### src/rtl/ro_heater_sequencer.sv
// ro_heater_sequencer
//
// Sequences the RO heater bank. It takes a three-word heating command from the
// host stream, then plays timed heat/cool bursts into the heater's on-count and
// start-stream inputs, repeating them the requested number of times. While a
// run is active it counts the echo beats returned by the heater. At the end it
// reports that count as one status word.
//
// Command words (accepted in order):
//   W0: [7:0] heater count (clamped to MAX_RO_HEATERS), [31:16] repeat count (0 -> 1)
//   W1: ON_CYCLES
//   W2: OFF_CYCLES
//
// Ports:
//   clk, rst            clock; synchronous active-high reset
//   cmd_tvalid/tdata    command stream in; cmd_tready is high in IDLE and the LOAD states
//   heat_on_num         heater count to enable (0 outside HEAT)
//   heat_tvalid/tdata   start stream to the heater (START_CODE while heating)
//   heat_tready         heater ready; informational only, never stalls
//   echo_tvalid/tdata   echo beats from the heater
//   sts_tvalid/tdata    status word {bad_echo, echo_count}, held until sts_tready
//   abort               (RO_SEQ_ABORT_EN only) ends a HEAT/COOL run early
//
// Build option: define RO_SEQ_ABORT_EN to add the abort input. Status bit 30 then
// flags an aborted run, and the echo count narrows to bits [29:0].
// All outputs are registered.

module ro_heater_sequencer #(
    parameter int unsigned MAX_RO_HEATERS = 5,
    parameter int unsigned C_DATA_WIDTH   = 32,
    parameter int unsigned START_CODE     = 1997
) (
    input  logic                    clk,
    input  logic                    rst,
    input  logic                    cmd_tvalid,
    input  logic [C_DATA_WIDTH-1:0] cmd_tdata,
    output logic                    cmd_tready,
    output logic [31:0]             heat_on_num,
    output logic                    heat_tvalid,
    output logic [C_DATA_WIDTH-1:0] heat_tdata,
    input  logic                    heat_tready,
    input  logic                    echo_tvalid,
    input  logic [C_DATA_WIDTH-1:0] echo_tdata,
    output logic                    sts_tvalid,
    output logic [C_DATA_WIDTH-1:0] sts_tdata,
`ifdef RO_SEQ_ABORT_EN
    input  logic                    abort,
`endif
    input  logic                    sts_tready
);

    localparam logic [C_DATA_WIDTH-1:0] StartWord = C_DATA_WIDTH'(START_CODE);
    localparam logic [7:0]              MaxNum    = 8'(MAX_RO_HEATERS);
    localparam logic [C_DATA_WIDTH-1:0] CycOne    = {{(C_DATA_WIDTH-1){1'b0}}, 1'b1};

`ifdef RO_SEQ_ABORT_EN
    // Bit 30 of the status word is taken by the abort flag.
    localparam int unsigned EchoW = C_DATA_WIDTH - 2;
`else
    localparam int unsigned EchoW = C_DATA_WIDTH - 1;
`endif
    localparam logic [EchoW-1:0] EchoOne = {{(EchoW-1){1'b0}}, 1'b1};

    typedef enum logic [2:0] {
        StIdle,
        StLoadOn,
        StLoadOff,
        StHeat,
        StCool,
        StReport
    } state_e;

    state_e                  state_q, state_d;
    logic [7:0]              num_q, num_d;
    logic [15:0]             rep_q, rep_d;
    logic [C_DATA_WIDTH-1:0] on_q, on_d;
    logic [C_DATA_WIDTH-1:0] off_q, off_d;
    logic [C_DATA_WIDTH-1:0] cyc_q, cyc_d;
    logic [EchoW-1:0]        echo_cnt_q, echo_cnt_d;
    logic                    bad_q, bad_d;
    logic                    aborted_q, aborted_d;

    logic                    cmd_tready_q, cmd_tready_d;
    logic                    heat_tvalid_q, heat_tvalid_d;
    logic [31:0]             heat_on_num_q, heat_on_num_d;
    logic [C_DATA_WIDTH-1:0] heat_tdata_q, heat_tdata_d;
    logic                    sts_tvalid_q, sts_tvalid_d;
    logic [C_DATA_WIDTH-1:0] sts_tdata_q, sts_tdata_d;

    logic                    cmd_hs;
    logic [15:0]             rep_left;
    logic                    abort_req;

    // Fields of the command words that the sequencer has no use for.
    logic unused_sig;
    assign unused_sig = ^{heat_tready, cmd_tdata[15:8]};

`ifdef RO_SEQ_ABORT_EN
    assign abort_req = abort;
`else
    assign abort_req = 1'b0;
`endif

    assign cmd_hs   = cmd_tvalid && cmd_tready_q;
    assign rep_left = rep_q - 16'd1;

    // Next state, latched command fields, counters.
    always_comb begin
        state_d    = state_q;
        num_d      = num_q;
        rep_d      = rep_q;
        on_d       = on_q;
        off_d      = off_q;
        cyc_d      = cyc_q;
        echo_cnt_d = echo_cnt_q;
        bad_d      = bad_q;
        aborted_d  = aborted_q;

        // Echo monitoring covers the whole run, including the LOAD states. It is
        // frozen in REPORT so the status word stays stable while it waits.
        if (echo_tvalid && (state_q != StIdle) && (state_q != StReport)) begin
            if (echo_cnt_q != {EchoW{1'b1}}) begin
                echo_cnt_d = echo_cnt_q + EchoOne;
            end
            if (echo_tdata != StartWord) begin
                bad_d = 1'b1;
            end
        end

        unique case (state_q)
            StIdle: begin
                echo_cnt_d = '0;
                bad_d      = 1'b0;
                aborted_d  = 1'b0;
                if (cmd_hs) begin
                    num_d   = (cmd_tdata[7:0] > MaxNum) ? MaxNum : cmd_tdata[7:0];
                    rep_d   = (cmd_tdata[31:16] == 16'd0) ? 16'd1 : cmd_tdata[31:16];
                    state_d = StLoadOn;
                end
            end
            StLoadOn: begin
                if (cmd_hs) begin
                    on_d    = cmd_tdata;
                    state_d = StLoadOff;
                end
            end
            StLoadOff: begin
                if (cmd_hs) begin
                    off_d = cmd_tdata;
                    if (on_q != '0) begin
                        state_d = StHeat;
                        cyc_d   = on_q;
                    end else begin
                        state_d = StCool;
                        cyc_d   = cmd_tdata;
                    end
                end
            end
            StHeat: begin
                // Counts down to 1, never through 0, so 0xFFFFFFFF cannot wrap.
                if (cyc_q > CycOne) begin
                    cyc_d = cyc_q - CycOne;
                end else begin
                    state_d = StCool;
                    cyc_d   = off_q;
                end
            end
            StCool: begin
                // A loaded value of 0 also exits here, giving one transit cycle.
                if (cyc_q > CycOne) begin
                    cyc_d = cyc_q - CycOne;
                end else begin
                    rep_d = rep_left;
                    if (rep_left == 16'd0) begin
                        state_d = StReport;
                    end else if (on_q != '0) begin
                        state_d = StHeat;
                        cyc_d   = on_q;
                    end else begin
                        state_d = StCool;
                        cyc_d   = off_q;
                    end
                end
            end
            StReport: begin
                if (sts_tready) begin
                    state_d = StIdle;
                end
            end
            default: state_d = StIdle;
        endcase

        if (abort_req && ((state_q == StHeat) || (state_q == StCool))) begin
            state_d   = StReport;
            aborted_d = 1'b1;
        end
    end

    // Registered outputs are derived from the next state, so each output changes
    // on the same edge as the state it belongs to.
    always_comb begin
        cmd_tready_d  = (state_d == StIdle) || (state_d == StLoadOn) || (state_d == StLoadOff);
        heat_tvalid_d = (state_d == StHeat);
        heat_tdata_d  = (state_d == StHeat) ? StartWord : '0;
        heat_on_num_d = (state_d == StHeat) ? 32'(num_d) : 32'd0;
        sts_tvalid_d  = (state_d == StReport);
        sts_tdata_d   = '0;
        if (state_d == StReport) begin
`ifdef RO_SEQ_ABORT_EN
            sts_tdata_d = {bad_d, aborted_d, echo_cnt_d};
`else
            sts_tdata_d = {bad_d, echo_cnt_d};
`endif
        end
    end

    always_ff @(posedge clk) begin
        if (rst) begin
            state_q       <= StIdle;
            num_q         <= '0;
            rep_q         <= '0;
            on_q          <= '0;
            off_q         <= '0;
            cyc_q         <= '0;
            echo_cnt_q    <= '0;
            bad_q         <= 1'b0;
            aborted_q     <= 1'b0;
            cmd_tready_q  <= 1'b1;
            heat_tvalid_q <= 1'b0;
            heat_on_num_q <= '0;
            heat_tdata_q  <= '0;
            sts_tvalid_q  <= 1'b0;
            sts_tdata_q   <= '0;
        end else begin
            state_q       <= state_d;
            num_q         <= num_d;
            rep_q         <= rep_d;
            on_q          <= on_d;
            off_q         <= off_d;
            cyc_q         <= cyc_d;
            echo_cnt_q    <= echo_cnt_d;
            bad_q         <= bad_d;
            aborted_q     <= aborted_d;
            cmd_tready_q  <= cmd_tready_d;
            heat_tvalid_q <= heat_tvalid_d;
            heat_on_num_q <= heat_on_num_d;
            heat_tdata_q  <= heat_tdata_d;
            sts_tvalid_q  <= sts_tvalid_d;
            sts_tdata_q   <= sts_tdata_d;
        end
    end

    assign cmd_tready  = cmd_tready_q;
    assign heat_tvalid = heat_tvalid_q;
    assign heat_on_num = heat_on_num_q;
    assign heat_tdata  = heat_tdata_q;
    assign sts_tvalid  = sts_tvalid_q;
    assign sts_tdata   = sts_tdata_q;

endmodule

### config.mk
export PLATFORM = sky130hd
export DESIGN_NAME = ro_heater_sequencer
export DESIGN_NICKNAME = d
export VERILOG_FILES = /design/src/rtl/ro_heater_sequencer.sv
export SDC_FILE = /design/constraint.sdc
export NUM_CORES = 1
export LEC_CHECK = 0
export CAP_MARGIN = 20
export CORE_ASPECT_RATIO = 1.25
export CORE_UTILIZATION = 35
export CTS_CLUSTER_SIZE = 20
export DETAILED_ROUTE_END_ITERATION = 10
export GPL_ROUTABILITY_DRIVEN = 1
export GPL_TIMING_DRIVEN = 0
export PLACE_DENSITY = 0.56
export REMOVE_ABC_BUFFERS = 1
export SLEW_MARGIN = 10
export SYNTH_ARGS = -nofsm -noshare
export SYNTH_HDL_FRONTEND = slang
export SYNTH_SLANG_ARGS = --single-unit
### constraint.sdc
create_clock -name clk -period 3.3 [get_ports clk]
set_input_delay 0.825 -clock clk [delete_from_list [all_inputs] [get_ports clk]]
set_output_delay 0.825 -clock clk [all_outputs]
set_load 0.005 [all_outputs]
==> results.toml <==
[placed_design]
place_area_um2 = 10800
dp_slack_ps = -792
hpwl_um = 19200
dp_cells = 1612
gp_congestion = 0.837
numPortBuffers = 119

[clock_tree]
cts_max_level = 4
numClockSinks = 198
cts_buffers = 17
clk_pin_slew_ps = 80
clk_latency_ps = 450
cts_tree = "yes"
holdBufCountCts = 0
cts_root_buf = "clkbuf_16"
clock_path_buffers = 2

[setup_path]
crit_type = "flip-flop to flip-flop"
crit_fanout = 33
startpoint_type = "flip-flop"
worst_ep_required_time_ps = 3620
arrival_ps = 3550
crit_path_end_kind = "flip-flop"

[finish]
area_growth_syn_to_layout_pct = 21.6
postLayoutCellArea_um2 = 11600
drive_gt1_share_pct = 7.53
antenna-diode-count = 0
final_cells = 1659
layout.nets = 1376

[logic_synthesis]
yosysTopAreaCell = "dfxtp_1"
synth-edff-count = 0
yosys_warnings = 0
synth_cell_types = 75
synth.most_common_cell = "nand2_1"
ys_seq_area_share_pct = 41.4
synthTopCellsByCount = "nand2_1 (207), dfxtp_1 (198), nor2_1 (152), a21oi_1 (120), buf_4 (60)"
synth_area_leaders = "dfxtp_1 (41%), nand2_1 (8.1%), a21oi_1 (6.3%)"
synth_top_area_share_pct = 41.4
syn_avg_cell_area_um2 = 7.85
ys_ff_latch = 198
synth_cells = 1220
async_flop_share_pct = 0
synth_area_um2 = 9570
synth_flop_cell = "dfxtp_1"

[outcome]
status = "finished, final reports clean"

[sta]
max_freq_mhz = 310
slew_viol_final = 0
slew_headroom_pct = 23.8
fin_crit_ps = 3230
finClkSkew_ps = 13.0
setup_viol = 0
finalWorstSetupSlack_ps = 71.2
period_share_pct = 97.8
setup_tns_ps = 0
rsz0062_at_grt = "false"
hold_viol = 0
max_slew.worst_pin.slew_ps = 1140

[floorplanning]
fp.dieW_um = 150
core_area_um2 = 26800
dieArea_um2 = 28000
start_util_pct = 35.7
placement_rows = 67
die_y_um = 187
io_pins = 169

[power_and_ir_drop]
max-vdd-ir-drop_mv = 0.428
power_leakage_nw = 4.09
power-per-cell-area_nw_per_um2 = 679

[drt]
routedWlPerCell_um = 17.8
drc = 0
drtAntennaViolNets = 0
drt-initial-drc-count = 547
first_pass_iters = 5
routed_via_density = 5.42
wl_um = 29500
via_count = 8987

[global_route]
grt_usage_pct = 20.8
globalRouteOverflowTotal = 0
grt_pass1_vias = 8165
grt_max_degree = 55
antenna_found_initial = 1
grt_pass1_wl_um = 45400

[hold_path]
min_path_type = "flip-flop to flip-flop"

[job]
maxCapViolCount = 0
-- cell usage in the layout, fill, tap and decap left out, types with 5 or more instances in the layout --
cell,netlist,final
a211oi_1,21,21
a21oi_1,120,120
a221oi_1,13,12
a22oi_1,10,10
a31oi_1,5,5
a32o_1,6,6
and2_1,8,7
and3_1,11,10
buf_4,60,12
clkbuf_16,0,17
clkdlybuf4s50_1,0,118
conb_1,1,48
dfxtp_1,198,198
ha_1,5,5
inv_1,14,14
nand2_1,207,205
nand2b_1,5,5
nand3_1,30,29
nand4_1,19,19
nor2_1,152,150
nor3_1,25,21
nor4_1,26,26
o211ai_1,6,6
o21ai_0,47,46
o22ai_1,16,16
o32ai_1,5,5
or2_2,6,6
or3_1,12,11
or4_1,7,7
xnor2_1,18,18
xor2_1,21,21
-- worst max-delay path, stage by stage, from the launching register on --
cell and delay, ps:
dfxtp_1 380, or4_1 690, nor4_4 470, nand4_4 410
o21ai_2 370, and3_1 250, nand3b_4 390, nor2_1 110
-- power by group --
group          switching [mW]  internal [mW]
sequential              0.175           2.53
clock                    1.03           1.16
combinational            1.96           1.05
-- metal layers --
| metal | vias to the layer above | part of all wire, % | wire [um] | global-route usage (%) |
|---|---|---|---|---|
| li1 | 4398 | - | - | - |
| met1 | 4259 | 43 | 12600 | 26.0 |
| met2 | 282 | 50 | 14700 | 35.6 |
| met3 | 48 | 4.9 | 1460 | 3.24 |
| met4 | 0 | 2.4 | 711 | 7.85 |
| met5 | - | 0 | 0 | 0 |
-- final cells by class --
| cell class | count | area (um2) |
|---|---|---|
| well taps | 345 | 432 |
| repair buffers | 137 | 1410 |
| inverters | 14 | 52.6 |
| multi-input cells | 933 | 5170 |
| fillers | 2730 | 15200 |
| flip-flops and latches | 198 | 3960 |
| clock buffers | 18 | 429 |
| clock inverters | 14 | 186 |
-- path summary, 6_finish.rpt --
kind	slack [ps]	cells after the start	to	start
worst min register to register	450	1	heat_on_num[3]	num_q[3]
worst min-delay path	450	1	heat_on_num[3]	num_q[3]
worst max-delay path	70	7	sts_tdata[27]	cyc_q[14]
worst max register to register	70	7	sts_tdata[27]	cyc_q[14]
-- metrics by stage --
step	hold WS (ps)	power (mW)	utilization (%)
3_3_place_gp	432	5.36	39.7
3_5_place_dp	434	5.42	40.2
6_report	446	7.91	43.4
2_1_floorplan	421	4.46	-
4_1_cts	450	7.72	42.8
5_1_grt	471	8.33	43.4
-- logic make-up (layout without fill, tap and decap cells) --
family	after synthesis	after routing	share of synthesized area, %
AOI/OAI and AO/OA	298	298	19.7
and+or+nand+nor	538	542	26.4
buffers and inverters	140	183	8.09
DFF	198	198	41.4
xor gates and xnor gates	39	39	3.57
muxes	1	1	0.118
adders and majority gates	5	5	0.654
other	1	48	0.0392
-- registers in the layout, summed over array words and instances (netlist names), 8 cells and up --
name         flops
rep_q           16
cyc_q           32
sts_tdata       32
off_q           32
on_q            32
heat_on_num      8
num_q            8
echo_cnt_q      31
-- what timing repair did --
action                     CTS  global route
setup endpoints to repair   83            66
hold endpoints to repair     0             0
gates cloned                 1             3
setup buffers                3             6
pin swaps                    2             5
resized for setup           13             8
(Power assumes the default switching activity.)
